$ cat src/rtl/tl_pkg.sv
// Shared TileLink definitions for the parametrised pass-through buffer:
// opcode constants plus width helpers for the packed A/D payloads and counters.
package tl_pkg;

  localparam logic [2:0] TL_A_PUT_FULL_DATA   = 3'd0;
  localparam logic [2:0] TL_A_GET             = 3'd4;
  localparam logic [2:0] TL_D_ACCESS_ACK      = 3'd0;
  localparam logic [2:0] TL_D_ACCESS_ACK_DATA = 3'd1;

  // A payload: opcode(3) param(3) size source address mask data corrupt(1)
  function automatic int tl_a_w(input int size_w, input int src_w,
                                input int addr_w, input int data_w);
    return 7 + size_w + src_w + addr_w + data_w / 8 + data_w;
  endfunction

  // D payload: opcode(3) param(2) size source sink denied(1) data corrupt(1)
  function automatic int tl_d_w(input int size_w, input int src_w,
                                input int sink_w, input int data_w);
    return 7 + size_w + src_w + sink_w + data_w;
  endfunction

  // Occupancy counter width; a wire-only channel still gets a 1-bit count.
  function automatic int tl_cnt_w(input int depth);
    return (depth < 1) ? 1 : $clog2(depth + 1);
  endfunction

  // Pointer width; a single-entry queue keeps a 1-bit pointer that stays 0.
  function automatic int tl_ptr_w(input int depth);
    return (depth < 2) ? 1 : $clog2(depth);
  endfunction

endpackage

$ cat src/rtl/tl_queue.sv
// Generic ready/valid FIFO with optional flow-through and pipe modes.
// DEPTH 0 collapses to wires; any DEPTH >= 1 (power of two or not) is supported.
module tl_queue
  import tl_pkg::*;
#(
  parameter int WIDTH = 8,
  parameter int DEPTH = 2,
  parameter int FLOW  = 0,
  parameter int PIPE  = 0,
  parameter int CNT_W = tl_cnt_w(DEPTH)
) (
  input  logic             clk_i,
  input  logic             rst_i,
  input  logic             enq_valid_i,
  output logic             enq_ready_o,
  input  logic [WIDTH-1:0] enq_bits_i,
  output logic             deq_valid_o,
  input  logic             deq_ready_i,
  output logic [WIDTH-1:0] deq_bits_o,
  output logic [CNT_W-1:0] count_o
);

  if (DEPTH == 0) begin : g_wire
    assign enq_ready_o = deq_ready_i;
    assign deq_valid_o = enq_valid_i;
    assign deq_bits_o  = enq_bits_i;
    assign count_o     = '0;
  end else begin : g_fifo
    localparam int              PTR_W    = tl_ptr_w(DEPTH);
    localparam logic [PTR_W-1:0] PTR_LAST = PTR_W'(DEPTH - 1);

    logic [PTR_W-1:0] enq_ptr_q, enq_ptr_d;
    logic [PTR_W-1:0] deq_ptr_q, deq_ptr_d;
    logic             maybe_full_q, maybe_full_d;
    logic [WIDTH-1:0] mem_q [DEPTH];

    logic ptr_match_s, empty_s, full_s, bypass_s, do_enq_s, do_deq_s;

    assign ptr_match_s = (enq_ptr_q == deq_ptr_q);
    assign empty_s     = ptr_match_s && !maybe_full_q;
    assign full_s      = ptr_match_s && maybe_full_q;
    assign bypass_s    = (FLOW != 0) && empty_s;

    // Handshake outputs; valid never looks at ready, only ready->ready in pipe mode.
    always_comb begin
      enq_ready_o = !full_s || ((PIPE != 0) && deq_ready_i);
      if (bypass_s) begin
        deq_valid_o = enq_valid_i;
        deq_bits_o  = enq_bits_i;
      end else begin
        deq_valid_o = !empty_s;
        deq_bits_o  = mem_q[deq_ptr_q];
      end
    end

    // Fire decode; a bypassed beat is consumed downstream without touching state.
    always_comb begin
      if (bypass_s && deq_ready_i) begin
        do_enq_s = 1'b0;
        do_deq_s = 1'b0;
      end else begin
        do_enq_s = enq_valid_i && enq_ready_o;
        do_deq_s = deq_valid_o && deq_ready_i;
      end
    end

    // Next-state for pointers (modulo DEPTH) and the full/empty disambiguation flag.
    always_comb begin
      if (do_enq_s) begin
        enq_ptr_d = (enq_ptr_q == PTR_LAST) ? '0 : enq_ptr_q + 1'b1;
      end else begin
        enq_ptr_d = enq_ptr_q;
      end
      if (do_deq_s) begin
        deq_ptr_d = (deq_ptr_q == PTR_LAST) ? '0 : deq_ptr_q + 1'b1;
      end else begin
        deq_ptr_d = deq_ptr_q;
      end
      if (do_enq_s != do_deq_s) begin
        maybe_full_d = do_enq_s;
      end else begin
        maybe_full_d = maybe_full_q;
      end
    end

    // Occupancy from registered pointers only; equal pointers mean 0 or DEPTH.
    always_comb begin
      if (full_s) begin
        count_o = CNT_W'(DEPTH);
      end else if (enq_ptr_q >= deq_ptr_q) begin
        count_o = CNT_W'(enq_ptr_q - deq_ptr_q);
      end else begin
        count_o = CNT_W'(DEPTH + int'(enq_ptr_q) - int'(deq_ptr_q));
      end
    end

    // Control state; reset empties the queue and discards held beats.
    always_ff @(posedge clk_i) begin
      if (rst_i) begin
        enq_ptr_q    <= '0;
        deq_ptr_q    <= '0;
        maybe_full_q <= 1'b0;
      end else begin
        enq_ptr_q    <= enq_ptr_d;
        deq_ptr_q    <= deq_ptr_d;
        maybe_full_q <= maybe_full_d;
      end
    end

    // Payload storage; contents are don't-care until written, so no reset.
    always_ff @(posedge clk_i) begin
      if (do_enq_s) begin
        mem_q[enq_ptr_q] <= enq_bits_i;
      end
    end
  end

endmodule

$ cat src/rtl/tl_buffer_param.sv
// TL-UH buffer between a client (in) and a manager (out): one independent
// queue on A (client -> manager) and one on D (manager -> client).
module tl_buffer_param
  import tl_pkg::*;
#(
  parameter int  ADDR_W  = 32,
  parameter int  DATA_W  = 64,
  parameter int  SRC_W   = 3,
  parameter int  SINK_W  = 2,
  parameter int  SIZE_W  = 4,
  parameter int  A_DEPTH = 2,
  parameter int  D_DEPTH = 2,
  parameter int  A_FLOW  = 0,
  parameter int  D_FLOW  = 0,
  parameter int  A_PIPE  = 0,
  parameter int  D_PIPE  = 0,
  localparam int A_W     = tl_a_w(SIZE_W, SRC_W, ADDR_W, DATA_W),
  localparam int D_W     = tl_d_w(SIZE_W, SRC_W, SINK_W, DATA_W),
  localparam int A_CNT_W = tl_cnt_w(A_DEPTH),
  localparam int D_CNT_W = tl_cnt_w(D_DEPTH)
) (
  input  logic               clock,
  input  logic               reset,
  input  logic               auto_in_a_valid,
  output logic               auto_in_a_ready,
  input  logic [A_W-1:0]     auto_in_a_bits,
  output logic               auto_out_a_valid,
  input  logic               auto_out_a_ready,
  output logic [A_W-1:0]     auto_out_a_bits,
  input  logic               auto_out_d_valid,
  output logic               auto_out_d_ready,
  input  logic [D_W-1:0]     auto_out_d_bits,
  output logic               auto_in_d_valid,
  input  logic               auto_in_d_ready,
  output logic [D_W-1:0]     auto_in_d_bits,
  output logic [A_CNT_W-1:0] a_count,
  output logic [D_CNT_W-1:0] d_count
);

  tl_queue #(
    .WIDTH (A_W),
    .DEPTH (A_DEPTH),
    .FLOW  (A_FLOW),
    .PIPE  (A_PIPE)
  ) u_a_queue (
    .clk_i       (clock),
    .rst_i       (reset),
    .enq_valid_i (auto_in_a_valid),
    .enq_ready_o (auto_in_a_ready),
    .enq_bits_i  (auto_in_a_bits),
    .deq_valid_o (auto_out_a_valid),
    .deq_ready_i (auto_out_a_ready),
    .deq_bits_o  (auto_out_a_bits),
    .count_o     (a_count)
  );

  tl_queue #(
    .WIDTH (D_W),
    .DEPTH (D_DEPTH),
    .FLOW  (D_FLOW),
    .PIPE  (D_PIPE)
  ) u_d_queue (
    .clk_i       (clock),
    .rst_i       (reset),
    .enq_valid_i (auto_out_d_valid),
    .enq_ready_o (auto_out_d_ready),
    .enq_bits_i  (auto_out_d_bits),
    .deq_valid_o (auto_in_d_valid),
    .deq_ready_i (auto_in_d_ready),
    .deq_bits_o  (auto_in_d_bits),
    .count_o     (d_count)
  );

endmodule

$ cat config.mk
export PLATFORM = sky130hd
export DESIGN_NAME = tl_buffer_param
export DESIGN_NICKNAME = d
export VERILOG_FILES = /design/src/rtl/tl_pkg.sv /design/src/rtl/tl_queue.sv /design/src/rtl/tl_buffer_param.sv
export SDC_FILE = /design/constraint.sdc
export NUM_CORES = 1
export LEC_CHECK = 0
export BUFFER_PORTS_ARGS = -buffer_cell sky130_fd_sc_hd__buf_2
export CORE_MARGIN = 2
export CORE_UTILIZATION = 48
export CTS_BUF_LIST = sky130_fd_sc_hd__clkbuf_4
export CTS_CLUSTER_SIZE = 16
export DETAILED_ROUTE_END_ITERATION = 12
export HOLD_SLACK_MARGIN = 0.02
export PLACE_DENSITY = 0.72
export SLEW_MARGIN = 20
export SYNTH_ARGS = -nofsm -noshare
export SYNTH_HDL_FRONTEND = slang
export SYNTH_SLANG_ARGS = --single-unit
$ cat constraint.sdc
create_clock -name clock -period 5.8 [get_ports clock]
set_input_delay 0.29 -clock clock [delete_from_list [all_inputs] [get_ports clock]]
set_output_delay 0.29 -clock clock [all_outputs]
set_load 0.01 [all_outputs]
Yosys cells after proc, flatten, opt, wreduce, memory -nomap -nowiden --
Memory sizes are Yosys's and may differ from the RTL's. A register that Yosys moved wholly into a read port is not among the register bits. Index checks and enable logic that the tools add are counted.
Storage, ports and cells: bits of input ports 204, RAM bits 396, memories 2, register bits after elaboration 6, logic and storage cells 54, output and inout bits 206
Operators by class: add/sub/neg operators 10, reductions and logical operators 14, eq/ne operators 4, order comparisons 2, muxes and demuxes 16
Memories:
- u_a_queue.g_fifo.mem_q | depth 2, bits a word 118, rd ports 1, clocked after Yosys merged registers in 1, wr ports 1, line tl_queue.sv:35 | logic [WIDTH-1:0] mem_q [DEPTH];
- u_d_queue.g_fifo.mem_q | depth 2, bits a word 80, rd ports 1, clocked after Yosys merged registers in 1, wr ports 1, line tl_queue.sv:35
Operators with widths (number):
- 1-bit 2-to-1 mux | 12
- 1-bit logical AND | 8
- 2-bit 2-to-1 mux | 4
- 1-bit logical NOT | 6
- 1-bit adder, second input constant | 4
- 2-bit by 1-bit adder with 2-bit output, first input constant | 2
- 1-bit by 1-bit subtractor with 2-bit output | 2
- 2-bit subtractor | 2
- 1-bit equality test | 2
- 1-bit greater-or-equal comparator | 2
- 1-bit != test | 2

Depth between registers and ports, before layout --
depth after elaboration 6, depth in mapped cells 5, depth with buffers taken out 5

By module --
A second synthesis with hierarchy kept.
Second synthesis, totals: cell total of the unflattened synthesis 670, area total of the unflattened synthesis 15222.1 um^2
Modules (own cells, without submodules):
- tl_queue (u_a_queue) | cells an instance 394, times used 1, area an instance 8802.2 um^2, sequential area each 7166.9 um^2
- tl_queue (u_d_queue) | cells an instance 276, times used 1, area an instance 6419.9 um^2, sequential area each 4884.7 um^2

Least setup slack after synthesis --
Ideal clock, no wire load.
path type reg-to-reg, start reg u_a_queue.g_fifo.enq_ptr_q, end mem u_a_queue.g_fifo.mem_q[0][0] (netlist name) (enable), arrival time 3.769 ns, setup time 0.491 ns, setup slack 1.540 ns, cell stages (with the launch flop) 5, path buffers 0, cell sequence dfxtp_1 -> inv_1 -> ha_1 -> a21boi_0 -> and2_1
On the way: word-level cells in the longest chain between the ends 6
RTL lines:
- start, declared | line tl_queue.sv:32 | logic [PTR_W-1:0] enq_ptr_q, enq_ptr_d;
- start signal, assigned | line tl_queue.sv:104 | enq_ptr_q <= enq_ptr_d;
- 1-bit equality test | line tl_queue.sv:39 | assign ptr_match_s = (enq_ptr_q == deq_ptr_q);
- 1-bit logical AND | line tl_queue.sv:41 | assign full_s = ptr_match_s && maybe_full_q;
- 1-bit logical NOT | line tl_queue.sv:46 | enq_ready_o = !full_s || ((PIPE != 0) && deq_ready_i);
- 1-bit logical AND | line tl_queue.sv:62 | do_enq_s = enq_valid_i && enq_ready_o;
- 1-bit 2-to-1 mux | line tl_queue.sv:112 | if (do_enq_s) begin
- 1-bit 2-to-1 mux (not written as such) | line tl_queue.sv:113 | mem_q[enq_ptr_q] <= enq_bits_i;
- end, declared | line tl_queue.sv:35
Several ways; a longest one is shown, not always the timed one.

==> flow_metrics.py <==
metrics = {
    "final_layout": {
        "nets": 1578,
        "seqCellArea_um2": 12100,
        "drive_gt1_share_pct": 53.0,
        "stdcell_area_um2": 20500,
        "multi_input_area_um2": 2570,
        "synthToLayoutAreaGrowth_pct": 38.7,
        "fillers": 2020,
    },
    "global_route": {
        "grt_pass1_wl_um": 53400,
        "globalRouteOverflowTotal": 0,
        "track_usage_pct": 21.4,
        "grt_pass1_vias": 9740,
        "antenna_found_initial": 6,
        "grt_start_max_net_pins": 76,
    },
    "placement": {
        "gp_congestion": 0.777,
        "io_buffers": 409,
        "dpl_cell_area_um2": 17300,
        "hpwl_um": 21100,
        "pre_cts_ws_ns": 2.90,
    },
    "drt": {
        "via_per_inst": 4.92,
        "route.detailed.drc": 0,
        "drtAntennaViolNets": 0,
        "via_count": 9046,
        "drt-total-wl_um": 35200,
        "drt_iter0_drc": 507,
        "wl_per_cell_um": 19.1,
        "dr.pass1.iters": 5,
    },
    "synth": {
        "ys_seq_area_share_pct": 81.6,
        "syn_area_um2": 14800,
        "synth_seq_cells": 404,
        "syn_inst": 671,
        "synth_cell_types": 18,
        "avgSynthCellArea_um2": 22.0,
        "syn_nets": 879,
        "yosys_warnings": 0,
    },
    "clock_tree": {
        "cts.repair.resized": 0,
        "numCtsBuffers": 96,
        "clock-sinks": 404,
        "clk_pin_slew_ns": 0.07,
        "tritoncts": "built",
        "cts_buffer_depth": 3,
        "h-tree-depth": 3,
        "cts_setup_buffers": 0,
        "clk_latency_ns": 0.70,
        "cts-root-buf": "clkbuf_4",
        "postCtsHoldBufs": 207,
    },
    "sta": {
        "tightestPinTransition_ns": 1.08,
        "fin_ws_ns": 2.43,
        "rsz0062_at_grt": "no",
        "post-route-period-util_pct": 58.1,
        "final.min_clock_period_ns": 3.37,
        "max_freq_ghz": 0.297,
        "finalHoldViolCount": 0,
        "tns_ns": 0,
        "setup_viol_count_final": 0,
        "clock_skew_ns": 0.0599,
        "finalMaxSlewViolations": 0,
        "fin_hold_ws_ns": 0.308,
        "slew_headroom_pct": 28.2,
    },
    "flow_run": {
        "drv_cap": 0,
    },
    "critical_path": {
        "cp-start-kind": "flop",
        "crit_arrival_ns": 3.08,
        "criticalPathCategory": "flop to output port",
        "crit_required_ns": 5.51,
        "worstSetupEndpointType": "output port",
        "path_max_fanout": 73,
    },
    "floorplanning": {
        "die-width_um": 179,
        "core_area_um2": 30400,
        "die_h_um": 179,
        "die_area_um2": 32200,
        "initial_core_util_pct": 48.6,
        "io_pins": 410,
        "core.rowCount": 64,
    },
    "power_and_ir_drop": {
        "combinationalPowerShare_pct": 19.7,
        "swShare_pct": 26.5,
        "power.share.clock_pct": 29.7,
        "p_int_uw": 5340,
        "max-vdd-ir-drop_v": 0.000266,
        "pwr-share-seq_pct": 50.6,
        "powerDensity_nw_per_um2": 354,
        "netSwitchingPower_uw": 1930,
        "power_leakage_uw": 0.00789,
    },
    "hold_path": {
        "holdCritPathClass": "input pin to flop",
    },
    "run_status": {
        "status": "finished, final reports clean",
    },
}
==> worst max-delay path, stage by stage (launching register included) <==
cell     delay (ns)
dfxtp_4        1.06
buf_4          0.70
mux2_2         0.43
buf_2          0.15
==> cells in the mapped netlist (all sizes together) <==
library cell	count	share of area (%)
nand2	2	0.051
inv	8	0.20
o32ai	2	0.12
o21ai	6	0.20
nand3	2	0.068
xnor2	2	0.12
a21boi	4	0.20
clkbuf	1	0.025
mux2	198	16
buf	22	0.91
and2	6	0.25
edfxtp	396	80
ha	4	0.34
nand2b	6	0.25
dfxtp	8	1.1
nor2	4	0.10
==> sequential cells by signal, indices dropped and copies added, names as in the netlist, named ones only <==
register	cells
u_a_queue.g_fifo.mem_q	236
u_d_queue.g_fifo.maybe_full_q	1
u_d_queue.g_fifo.enq_ptr_q	1
u_a_queue.g_fifo.deq_ptr_q	1
u_a_queue.g_fifo.maybe_full_q	1
u_d_queue.g_fifo.mem_q	160
u_a_queue.g_fifo.enq_ptr_q	1
u_d_queue.g_fifo.deq_ptr_q	1
==> path summary, 6_finish.rpt <==
check	start	endpoint	slack, ns	cells past startpoint
worst max register to register	u_a_queue.g_fifo.enq_ptr_q	u_a_queue.g_fifo.mem_q[0][66]	2.88	5
worst min-delay path	auto_out_d_bits[76]	u_d_queue.g_fifo.mem_q[0][76]	0.31	2
worst max-delay path	flop	auto_out_a_bits[112]	2.43	3
worst min register to register	u_a_queue.g_fifo.deq_ptr_q	flop	0.54	2
==> layer usage <==
| metal | share of wire, % | wire, um | track usage (%) |
|---|---|---|---|
| met5 | 0.068 | 24 | 0 |
| met4 | 3.1 | 1100 | 9.46 |
| met3 | 10 | 3590 | 8.37 |
| met2 | 49 | 17100 | 35.2 |
| met1 | 38 | 13400 | 24.9 |
==> power groups by stage <==
stage | Sequential [uW] | Clock [uW] | Combinational [uW]
floorplan | 3690 | 0 | 822
finish | 3680 | 2160 | 1430
CTS | 3670 | 2200 | 1430
detailed placement | 3740 | 0 | 1300
global placement | 3730 | 0 | 1290
global route | 3700 | 2390 | 1530
==> cells by family (layout without fill, tap and decap cells) <==
logic type | Yosys count | in the layout | share of synthesized area, %
flip-flops | 404 | 404 | 81.6
multiplexers | 198 | 198 | 15.6
buffers and inverters | 31 | 800 | 1.14
AND/OR/NAND/NOR | 20 | 20 | 0.728
AO/OA/AOI/OAI | 12 | 12 | 0.525
adder cells (fa/ha/maj) | 4 | 4 | 0.339
XOR/XNOR | 2 | 2 | 0.119
other | 0 | 4 | 0
==> cell type report <==
class,count,area share [%]
multi-input combinational,236,12.5
clock buffer,137,5.02
sequential,404,58.8
timing repair buffer,624,20.4
antenna,4,0.0488
tap,396,2.42
inverter,8,0.146
clock inverter,31,0.653
==> layout by cell type, fill, tap and decap left out, types with 4 or more instances in the layout <==
cell type      Yosys  layout
a21boi_0           4       4
and2_4             0       4
buf_2             18     409
buf_4              0       8
clkbuf_4           0     137
clkinv_1           0      26
dfxtp_1            8       6
diode_2            0       4
dlygate4sd3_1      0     207
edfxtp_1         396     396
ha_1               4       4
inv_1              8       8
mux2_2           178     178
mux2_4            20      20
nand2b_1           6       6
nor2_1             4       4
o21ai_0            6       6
==> through the flow <==
stage / power (uW) / cells / utilization, %
after global routing: 7630 / 1839 / 67.4
after global placement: 5010 / 1461 / 56.7
after CTS: 7310 / 1836 / 67.3
final: 7270 / 1840 / 67.4
after floorplan: 4510 / 671 / -
after detailed placement: 5040 / 1461 / 56.7
Power figures use the tool's default switching activity.
